`config.mk`:
```
export PLATFORM = sky130hd
export DESIGN_NAME = iq_frame_packer
export DESIGN_NICKNAME = d
export VERILOG_FILES = /design/src/rtl/iq_frame_packer.sv
export SDC_FILE = /design/constraint.sdc
export NUM_CORES = 1
export LEC_CHECK = 0
export CAP_MARGIN = 10
export CORE_ASPECT_RATIO = 0.5
export CORE_MARGIN = 4
export CORE_UTILIZATION = 46
export DETAILED_ROUTE_END_ITERATION = 16
export PLACE_DENSITY = 0.76
export SKIP_LAST_GASP = 1
export SLEW_MARGIN = 15
export SYNTH_ARGS = -nofsm -noshare
export SYNTH_HDL_FRONTEND = slang
export SYNTH_SLANG_ARGS = --single-unit
```
`constraint.sdc`:
```
create_clock -name i_clk -period 3.1 [get_ports i_clk]
set_input_delay 0.62 -clock i_clk [delete_from_list [all_inputs] [get_ports i_clk]]
set_output_delay 0.62 -clock i_clk [all_outputs]
set_load 0.1 [all_outputs]
```
`src/rtl/iq_frame_packer.sv`:
```
// iq_frame_packer
//   On an accepted decimation strobe, captures N_CH I/Q sample pairs and
//   sends them out as one framed byte stream:
//     HDR, SEQ, MASK, payload (enabled channels only, ascending), CHK
//   The checksum byte makes the 8-bit sum of all bytes in a frame zero.
//
// Ports
//   i_clk, i_rst   clock, synchronous active-high reset
//   i_en           strobe accept enable
//   i_strobe       one-cycle pulse, i_data valid for all channels
//   i_data         channel k at [2W(k+1)-1:2Wk], I in the upper W bits
//   i_ch_mask      per-channel include bits, sampled with the strobe
//   i_trig         trigger flag, latched until the next capture
//   i_ready        downstream accepts the byte on o_data
//   o_data/o_valid byte stream, valid/ready handshake
//   o_busy         frame in progress
//   o_overrun      sticky: a strobe arrived while busy
//   o_seq          sequence number of the next frame
module iq_frame_packer #(
  parameter int          N_CH         = 2,
  parameter int          SAMPLE_WIDTH = 16,
  parameter logic [7:0]  ID_BASE      = 8'h08
) (
  input  logic                           i_clk,
  input  logic                           i_rst,
  input  logic                           i_en,
  input  logic                           i_strobe,
  input  logic [2*N_CH*SAMPLE_WIDTH-1:0] i_data,
  input  logic [N_CH-1:0]                i_ch_mask,
  input  logic                           i_trig,
  input  logic                           i_ready,
  output logic [7:0]                     o_data,
  output logic                           o_valid,
  output logic                           o_busy,
  output logic                           o_overrun,
  output logic [7:0]                     o_seq
);

  localparam int CW  = 2 * SAMPLE_WIDTH;          // bits per channel (I+Q)
  localparam int NB  = CW / 8;                    // bytes per channel
  localparam int BW  = $clog2(NB);
  localparam int CHW = (N_CH > 1) ? $clog2(N_CH) : 1;

  typedef enum logic [2:0] {
    S_IDLE, S_HDR, S_SEQ, S_MASK, S_PAYLOAD, S_CHK
  } state_e;

  state_e                     state_q, state_d;
  logic [N_CH-1:0][CW-1:0]    data_q, data_d;
  logic [N_CH-1:0]            mask_q, mask_d;
  logic                       trig_q, trig_d;       // trigger bit of the current frame
  logic                       latch_q, latch_d;     // pending trigger
  logic [CHW-1:0]             ch_q, ch_d;
  logic [BW-1:0]              byte_q, byte_d;
  logic [7:0]                 sum_q, sum_d;
  logic [7:0]                 seq_q, seq_d;
  logic                       overrun_q, overrun_d;

  logic                       capture, xfer;
  logic                       first_found, nxt_found;
  logic [CHW-1:0]             first_ch, nxt_ch;
  logic [NB-1:0][7:0]         ch_bytes;
  logic [7:0]                 mask_ext;

  assign capture = (state_q == S_IDLE) && i_strobe && i_en;
  assign xfer    = o_valid && i_ready;

  // Lowest enabled channel, and the next enabled channel above ch_q.
  always_comb begin
    first_found = 1'b0;
    first_ch    = '0;
    nxt_found   = 1'b0;
    nxt_ch      = '0;
    for (int k = 0; k < N_CH; k++) begin
      if (!first_found && mask_q[k]) begin
        first_found = 1'b1;
        first_ch    = CHW'(k);
      end
      if (!nxt_found && mask_q[k] && (k > int'(ch_q))) begin
        nxt_found = 1'b1;
        nxt_ch    = CHW'(k);
      end
    end
  end

  // State register and datapath flops
  always_ff @(posedge i_clk) begin
    if (i_rst) begin
      state_q   <= S_IDLE;
      data_q    <= '0;
      mask_q    <= '0;
      trig_q    <= 1'b0;
      latch_q   <= 1'b0;
      ch_q      <= '0;
      byte_q    <= '0;
      sum_q     <= '0;
      seq_q     <= '0;
      overrun_q <= 1'b0;
    end else begin
      state_q   <= state_d;
      data_q    <= data_d;
      mask_q    <= mask_d;
      trig_q    <= trig_d;
      latch_q   <= latch_d;
      ch_q      <= ch_d;
      byte_q    <= byte_d;
      sum_q     <= sum_d;
      seq_q     <= seq_d;
      overrun_q <= overrun_d;
    end
  end

  // Next state
  always_comb begin
    state_d = state_q;
    case (state_q)
      S_IDLE:    if (capture) state_d = S_HDR;
      S_HDR:     if (xfer) state_d = S_SEQ;
      S_SEQ:     if (xfer) state_d = S_MASK;
      S_MASK:    if (xfer) state_d = first_found ? S_PAYLOAD : S_CHK;
      S_PAYLOAD: if (xfer && byte_q == BW'(NB - 1) && !nxt_found) state_d = S_CHK;
      S_CHK:     if (xfer) state_d = S_IDLE;
      default:   state_d = S_IDLE;
    endcase
  end

  // Datapath next values
  always_comb begin
    data_d    = data_q;
    mask_d    = mask_q;
    trig_d    = trig_q;
    latch_d   = latch_q;
    ch_d      = ch_q;
    byte_d    = byte_q;
    sum_d     = sum_q;
    seq_d     = seq_q;
    overrun_d = overrun_q;

    // A trigger in the capture cycle both tags this frame and stays pending.
    if (capture) latch_d = i_trig;
    else if (i_trig) latch_d = 1'b1;

    if (capture) begin
      data_d = i_data;
      mask_d = i_ch_mask;
      trig_d = latch_q | i_trig;
      sum_d  = '0;
    end else if (xfer) begin
      sum_d = sum_q + o_data;
    end

    // Any strobe while a frame is in flight is lost, regardless of i_en.
    if (i_strobe && state_q != S_IDLE) overrun_d = 1'b1;

    if (xfer) begin
      case (state_q)
        S_MASK: begin
          ch_d   = first_ch;
          byte_d = '0;
        end
        S_PAYLOAD: begin
          if (byte_q == BW'(NB - 1)) begin
            byte_d = '0;
            if (nxt_found) ch_d = nxt_ch;
          end else begin
            byte_d = byte_q + 1'b1;
          end
        end
        S_CHK:   seq_d = seq_q + 8'd1;
        default: ;
      endcase
    end
  end

  // Outputs: o_data depends only on flops, so it holds during stalls.
  assign ch_bytes = data_q[ch_q];

  always_comb begin
    mask_ext             = '0;
    mask_ext[N_CH-1:0]   = mask_q;
    o_data               = 8'h00;
    case (state_q)
      S_HDR:     o_data = ID_BASE | {3'b000, trig_q, 4'b0000};
      S_SEQ:     o_data = seq_q;
      S_MASK:    o_data = mask_ext;
      S_PAYLOAD: o_data = ch_bytes[BW'(NB - 1) - byte_q];   // MSB first
      S_CHK:     o_data = ~sum_q + 8'd1;
      default:   o_data = 8'h00;
    endcase
    o_valid   = (state_q != S_IDLE);
    o_busy    = (state_q != S_IDLE);
    o_overrun = overrun_q;
    o_seq     = seq_q;
  end

endmodule

```
==> qor.yml, run 1 <==
critPathRequiredTime_ns: 3.37
crit_chain: "buf_4, mux4_2, mux2i_4, o221ai_4, ha_4, inv_1, fa_1, nor2b_1, o21ai_2, a21oi_2, o21a_1, or4_1, o211ai_1"
worstHoldEndpoint: "data_q[1]"
irDropWorstVdd_mv: 0.367
cts_buffers: 9
leakagePower_nw: 2.20
rows: 24
start_util: 0.490
nets: 708
synthArstFlopShare: 0
setup_viol: 0
hp-class: "reg2reg"
critPathLaunch: "ch_q"
drtIter0Drc: 266
overflow: 0
crit_slowest_cell: "mux4_2"
final_util: 0.677
vias_per_cell: 5.28
synth_fp_nets: 617
antenna_cells: 0
slew_headroom: 0.558
drive_gt1_frac: 0.178
final_common_cell: "nand2_1"
routed_wl_um: 11800
area_growth_syn_to_layout_pct: 38.4
portBuffers: 90
maxCapViolCount: 0
final_cell_area_sq_um: 6120
crit_path_end_kind: "register"
worstReg2RegEnd: "sum_q[6]"
grtUsageTotal: 0.210
hold_viol: 0
fin_skew_ns: 0.00805
wire_per_inst_um: 15.6
worst_r2r_path_depth: 13
place_ws_ns: -0.0634
clock_sinks: 91
p_per_area_nw_per_um2: 600
layout_common_cells: "nand2_1 (160), dfxtp_1 (86), a21oi_1 (80)"
timing.critical_path.buf_inv: 2
synth_area_leaders: "dfxtp_1 (41%), nand2_1 (14%), a21oi_1 (9.2%), mux4_2 (5.6%), mux4_1 (3.0%)"
grt_max_degree: 69
place_congestion: 0.945
root_buffer: "clkbuf_16"
grt_pass1_wl_um: 19200
path_clk_slew_ns: 0.07
worst_setup_path_start_kind: "register"
finalSetupTns_ns: 0
insertion_delay_ns: 0.35
r2r_start: "ch_q"
synth_cells: 534
synth_area_per_cell_sq_um: 8.29
h-tree-depth: 3
reg2reg_slack_ns: 0.12
ys.warnings.count: 0
period_minus_slack_ns: 2.98
antenna_found_initial: 0
fin_ws_ns: 0.117
synth_area_leader_cell: "dfxtp_1"
crit_path_max_fanout: 5
clockBufferDepth: 2
first_global_vias: 3841
path_depth: 13
rsz0062_at_grt: "no"
power_mw: 3.67
via_count: 4013
cts_tree: "done"
cp_data_arrival_time_ns: 3.25
die_x_um: 147
critPathKind: "reg2reg"
synth_ff_type: "dfxtp_1"
synth-edff-count: 0
synth_area_sq_um: 4430
place_area_sq_um: 5700
dieArea_sq_um: 11300
ant_nets: 0
max_stage_delay_ns: 0.55
die_h_um: 77.4
ios: 91
maxSlewViolCount: 0
hpwl_um: 8660
hp-start: "data_q[1]"
period_share: 0.962
synth.distinct_cells: 50
cp_top_family: "multiplexers"
drtPass1Iterations: 4
fmax_ghz: 0.335
core_area_sq_um: 9040
synth_top_area_share: 0.412
tightestPinTransition_ns: 0.663
status: "complete, no violations"
hold_buffers: 0
ys_ff_latch: 91
seq_area_frac_synth: 0.412
drcViolationCount: 0
min_path_cells: 2
## metal layers
metal	up-vias	global-route usage	part of all wire	wire length, um
li1	2018	-	-	-
met4	0	0.0722	0.011	133
met3	14	0.0518	0.045	528
met2	87	0.334	0.47	5610
met5	-	0	0	0
met1	1894	0.284	0.47	5550
## stage by stage
stage,instances,hold WS (ns)
floorplan,534,0.432
global placement,743,0.441
detailed placement,743,0.448
CTS,759,0.457
global route,760,0.474
finish,760,0.456
## kinds of logic (layout without fill, tap and decap cells)
group,count (synthesis),count (layout),synth area share
and+or+nand+nor,228,228,0.216
buffers and inverters,48,144,0.0520
DFF,91,91,0.412
AOI/OAI and AO/OA,116,116,0.151
adders and majority gates,11,11,0.0328
muxes,26,26,0.109
xor gates and xnor gates,14,14,0.0277
## synthesized netlist by cell type, types with 2 or more instances
cell type,count
a211oi_1,4
a21o_1,2
a21oi_1,81
a22oi_1,2
a32oi_1,2
and2_1,2
and3_1,2
buf_2,13
buf_6,4
clkbuf_1,22
dfxtp_1,91
ha_1,10
inv_1,8
mux2_2,2
mux2i_1,8
mux4_1,5
mux4_2,11
nand2_1,160
nand2b_1,4
nand3_1,3
nand3b_1,2
nand4_1,3
nor2_1,24
nor2b_1,5
nor3_1,13
nor3b_1,2
nor4_1,2
o21a_1,3
o21ai_0,7
o221ai_1,4
or3_1,2
xnor2_1,3
xor2_1,11
## state kept, by name, indices dropped and copies added (netlist names), 2 cells and up
name     flops
o_seq        8
byte_q       2
mask_q       2
sum_q        8
data_q      64
state_q      3
## report_power, final
part           internal (mW)  switching [mW]
logic                  0.423           0.668
registers               1.27          0.0906
clock network          0.723           0.497
## worst max path at each step
stage	end	slack, ns
2_1_floorplan	sum_q[7]	-0.09
3_3_place_gp	sum_q[6]	0.03
3_5_place_dp	sum_q[6]	-0.06
4_1_cts	sum_q[6]	0.04
5_1_grt	sum_q[7]	0.008
6_report	sum_q[6]	0.12
## cell type report
class                           count  area [sq um]
Fill cell                         728          2920
Clock buffer                        9           225
Sequential cell                    91          1840
Timing Repair Buffer              120          1190
Inverter                            8          33.8
Multi-Input combinational cell    395          2570
Clock inverter                      7           108
Tap cell                          130           163
## worst register-to-register path, delay by kind of cell, from the launching register on
kind,cells,cell delay [ns]
mux,2,0.76
compound gates,5,0.67
simple gates,2,0.54
flops,1,0.38
fa+ha+maj,2,0.36
buf+inv,2,0.20
## timing repair
item	CTS	global route
resized for setup	2	15
endpoints found under the setup margin	2	3
setup buffers	0	1
pin swaps	0	4
No activity file was read; power rests on OpenSTA's default activity.
==> run 2: changes to the inputs <==
Settings changed: GPL_ROUTABILITY_DRIVEN set to 0.
==> run 2 against run 1 <==
Against the previous run: power fell by 2.9%; utilization fell by 0.17 points; worst hold slack got worse by 0.0013 ns; setup slack got worse by 0.013 ns; clock power fell by 8%; highest routed layer unchanged; cell count rose by 0.26%; cell area fell by 0.25%; critical path type unchanged.
==> qor.yml, run 2 (synthesis gave the netlist of run 1 again) <==
status: "complete, no violations"
crit_path_max_fanout: 5
fin_ws_ns: 0.104
timing.hold.ws_ns: 0.455
worst_setup_path_start_kind: "register"
maxSlewViolCount: 0
critPathKind: "reg2reg"
final_util: 0.676
path_clk_slew_ns: 0.06
tightestPinTransition_ns: 0.831
min_path_cells: 2
dieArea_sq_um: 11300
area_growth_syn_to_layout_pct: 38.0
leakagePower_nw: 2.21
largest_register: "data_q"
largest_reg_flops: 64
insertion_delay_ns: 0.34
slew_headroom: 0.446
worstReg2RegEnd: "sum_q[6]"
finalSetupTns_ns: 0
cts_buffers: 9
portBuffers: 90
reg2reg_slack_ns: 0.10
fin_skew_ns: 0.00654
irDropWorstVdd_mv: 0.272
hold_viol: 0
core_area_sq_um: 9040
root_buffer: "clkbuf_16"
cts_tree: "done"
drtPass1Iterations: 5
p_per_area_nw_per_um2: 584
dp.cells: 742
period_minus_slack_ns: 3.00
final_common_cell: "nand2_1"
fmax_ghz: 0.334
ios: 91
place_area_sq_um: 5680
rows: 24
routed_wl_um: 11700
drcViolationCount: 0
hpwl_um: 8770
hold_buffers: 0
layout_common_cells: "nand2_1 (160), dfxtp_1 (86), a21oi_1 (80)"
r2r_start: "ch_q"
crit_path_end_kind: "register"
overflow: 0
clockBufferDepth: 2
period_share: 0.967
vias_per_cell: 5.31
die_h_um: 77.4
drive_gt1_frac: 0.179
clock_sinks: 91
die_x_um: 147
layoutNonFillerInstCount: 762
via_count: 4048
first_global_vias: 3759
hp-class: "reg2reg"
maxCapViolCount: 0
fillers: 761
grtUsageTotal: 0.202
power_mw: 3.57
grt_pass1_wl_um: 18500
drtIter0Drc: 355
worst_r2r_path_depth: 13
start_util: 0.490
nets: 710
critPathRequiredTime_ns: 3.36
h-tree-depth: 3
cp_data_arrival_time_ns: 3.26
crit_end: "sum_q[6]"
antenna_found_initial: 0
critPathLaunch: "ch_q"
ant_nets: 0
wire_per_inst_um: 15.4
grt_max_degree: 84
place_ws_ns: -0.0486
antenna_cells: 0
final_cell_area_sq_um: 6110
setup_viol: 0
[run 2: cell types whose count changed in the layout (fill, tap and decap cells not counted), sizes merged]
| cell | previous run | this run |
|---|---|---|
| bufinv | 2 | 1 |
| buf | 50 | 52 |
| clkbuf | 9 | 10 |
[run 2: worst max-delay path, cell delays in order, from the launching register on]
cell and delay (ns):
dfxtp_4 0.40, buf_6 0.13, mux4_2 0.53, mux2i_4 0.21, o221ai_4 0.15, ha_4 0.19, inv_1 0.06, fa_1 0.17
nor2b_1 0.06, o21ai_1 0.17, a21oi_1 0.11, o21a_1 0.19, or4_1 0.46, o211ai_1 0.09
[run 2: per-layer routing]
layer	track usage	part of all wire
met1	0.267	0.45
met2	0.329	0.47
met3	0.0541	0.064
met4	0.0591	0.016
met5	0	0
[run 2: worst min path at each step]
stage | start | end | slack (ns)
final | data_q[5] | data_q[5] | 0.45
after global routing | data_q[14] | data_q[14] | 0.48
after CTS | data_q[5] | data_q[5] | 0.46
after detailed placement | data_q[5] | data_q[5] | 0.45
after global placement | data_q[15] | data_q[15] | 0.44
after floorplan | data_q[3] | data_q[3] | 0.43
[run 2: cell type report]
type	count	area [sq um]	area share
flip-flops and latches	91	1840	0.301
inverters	8	33.8	0.00553
clock inverters	6	68.8	0.0113
clock buffers	10	239	0.0391
well taps	130	163	0.0266
multi-input cells	395	2560	0.420
repair buffers	122	1200	0.197
[run 2: power by group]
group	total [mW]	switching [mW]	leakage [nW]	internal, mW
Combinational	1.09	0.670	1.31	0.416
Sequential	1.36	0.0868	0.744	1.27
Clock	1.12	0.468	0.155	0.655
Total	3.57	1.22	2.21	2.34
[run 2: what timing repair did]
item | 4_1_cts | 5_1_grt
buffers inserted | 0 | 4
pin swaps | 0 | 6
gates resized for setup | 2 | 17
setup endpoints to repair | 2 | 3
==> run 3: changes to the inputs <==
Settings changed: CAP_MARGIN 10 to not set, CORE_MARGIN 4 to not set.
==> run 3 against run 2 <==
Against the previous run: clock skew is 0.0034 ns higher; clock power is 8% lower; power is 3.0% lower; routed wire length is 7.2% lower; combinational power hardly changed; global-route usage is 2.8 points higher; non-clock buffer count is 4 lower; cell count is 2.2% lower; sequential power hardly changed; critical endpoint unchanged; die area is 12% lower; via count is 2.1% lower.
==> qor.yml, run 3 (synthesis gave the netlist of run 1 again) <==
status: "complete, no violations"
first_global_vias: 3674
crit_path_max_fanout: 6
grtUsageTotal: 0.230
hold_buffers: 0
portBuffers: 90
antenna_found_initial: 0
die_h_um: 71.4
grt_pass1_wl_um: 17800
slew_headroom: 0.447
leakagePower_nw: 2.17
setup_viol: 0
place_area_sq_um: 5620
maxSlewViolCount: 0
drtPass1Iterations: 5
finalSetupTns_ns: 0
largest_reg_flops: 64
largest_register: "data_q"
via_count: 3964
final_common_cell: "nand2_1"
critPathKind: "reg2reg"
ios: 91
hp-class: "reg2reg"
power.share.switching: 0.347
insertion_delay_ns: 0.34
cts_tree: "done"
maxCapViolCount: 0
drtIter0Drc: 272
rows: 24
grt_max_degree: 84
crit_path_end_kind: "register"
drcViolationCount: 0
tightestPinTransition_ns: 0.830
die_x_um: 141
overflow: 0
ant_nets: 0
dieArea_sq_um: 10000
fin_skew_ns: 0.00990
cp_data_arrival_time_ns: 3.28
p_comb_frac: 0.313
period_minus_slack_ns: 3.02
routed_wl_um: 10900
layout_common_cells: "nand2_1 (160), dfxtp_1 (86), a21oi_1 (80)"
clock_sinks: 91
final_cell_area_sq_um: 6040
critPathRequiredTime_ns: 3.36
core_area_sq_um: 9010
clockBufferDepth: 2
p_seq_frac: 0.391
fmax_ghz: 0.331
vias_per_cell: 5.32
wire_per_inst_um: 14.6
p_clk_frac: 0.297
drive_gt1_frac: 0.174
hpwl_um: 7890
worst_setup_path_start_kind: "register"
rsz0062_at_grt: "yes"
p_per_area_nw_per_um2: 573
antenna_cells: 0
hold_viol: 0
root_buffer: "clkbuf_16"
nets: 706
p_int_mw: 2.26
switchingPower_mw: 1.20
area_growth_syn_to_layout_pct: 36.5
cts_buffers: 9
path_clk_slew_ns: 0.07
h-tree-depth: 3
reg2reg_slack_ns: 0.08
irDropWorstVdd_mv: 0.286
period_share: 0.973
start_util: 0.491
[run 3: changes by cell type in the layout (fill, tap and decap cells not counted), sizes merged]
cell      previous run  this run
buf                 52        48
bufinv               1         0
clkbuf              10        12
clkinv               2         1
clkinvlp             1         2
inv                 10         9
[run 3: timing repair]
item | CTS | global route
setup buffers | 0 | 7
pin swaps | 0 | 6
resized for setup | 4 | 17
setup endpoints to repair | 3 | 4
endpoints found under the hold margin | 0 | 0
[run 3: cell type report]
type                    count  area, sq um
repair buffers            118         1170
multi-input cells         395         2570
clock inverters             4         32.5
well taps                 117          146
clock buffers              12          246
flip-flops and latches     91         1840
fillers                   725         2970
inverters                   8         33.8
[run 3: power by group through the flow]
stage               registers [mW]  logic (mW)  clock network (mW)
finish                        1.35        1.08                1.03
global route                  1.36        1.17                1.10
CTS                           1.35        1.04                1.04
detailed placement            1.38        1.04                   0
global placement              1.38        1.02                   0
floorplan                     1.37       0.743                   0
[run 3: stage by stage]
step / worst slack, ns / util / cells / hold slack [ns] / total power, mW
2_1_floorplan: -0.0921 / - / 534 / 0.432 / 2.11
3_3_place_gp: 0.00717 / 0.623 / 722 / 0.439 / 2.40
3_5_place_dp: -0.0498 / 0.623 / 722 / 0.446 / 2.41
4_1_cts: 0.00521 / 0.656 / 738 / 0.455 / 3.44
5_1_grt: -0.0372 / 0.671 / 745 / 0.473 / 3.63
6_report: 0.0829 / 0.671 / 745 / 0.455 / 3.46
[run 3: final timing paths]
path                end  cells past startpoint       start
max            sum_q[6]                     13        ch_q
min          data_q[38]                      2  data_q[38]
max reg2reg    sum_q[6]                     13        ch_q
min reg2reg  data_q[38]                      2  data_q[38]
[run 3: metal layers]
layer  vias to the layer above  part of all wire  GRT usage
met1                      1862              0.48      0.318
li1                       2007                 -          -
met3                        11             0.054     0.0495
met5                         -                 0          0
met4                         0             0.012     0.0664
met2                        84              0.45      0.365
[run 3: worst max-delay path: stages, from the launching register on]
cell,delay [ns]
dfxtp_4,0.38
buf_6,0.13
mux4_2,0.52
mux2i_4,0.22
o221ai_4,0.14
ha_4,0.19
inv_1,0.08
fa_2,0.21
nor2b_1,0.06
o21ai_2,0.18
a21oi_2,0.08
o21a_1,0.18
or4_1,0.47
o211ai_1,0.09
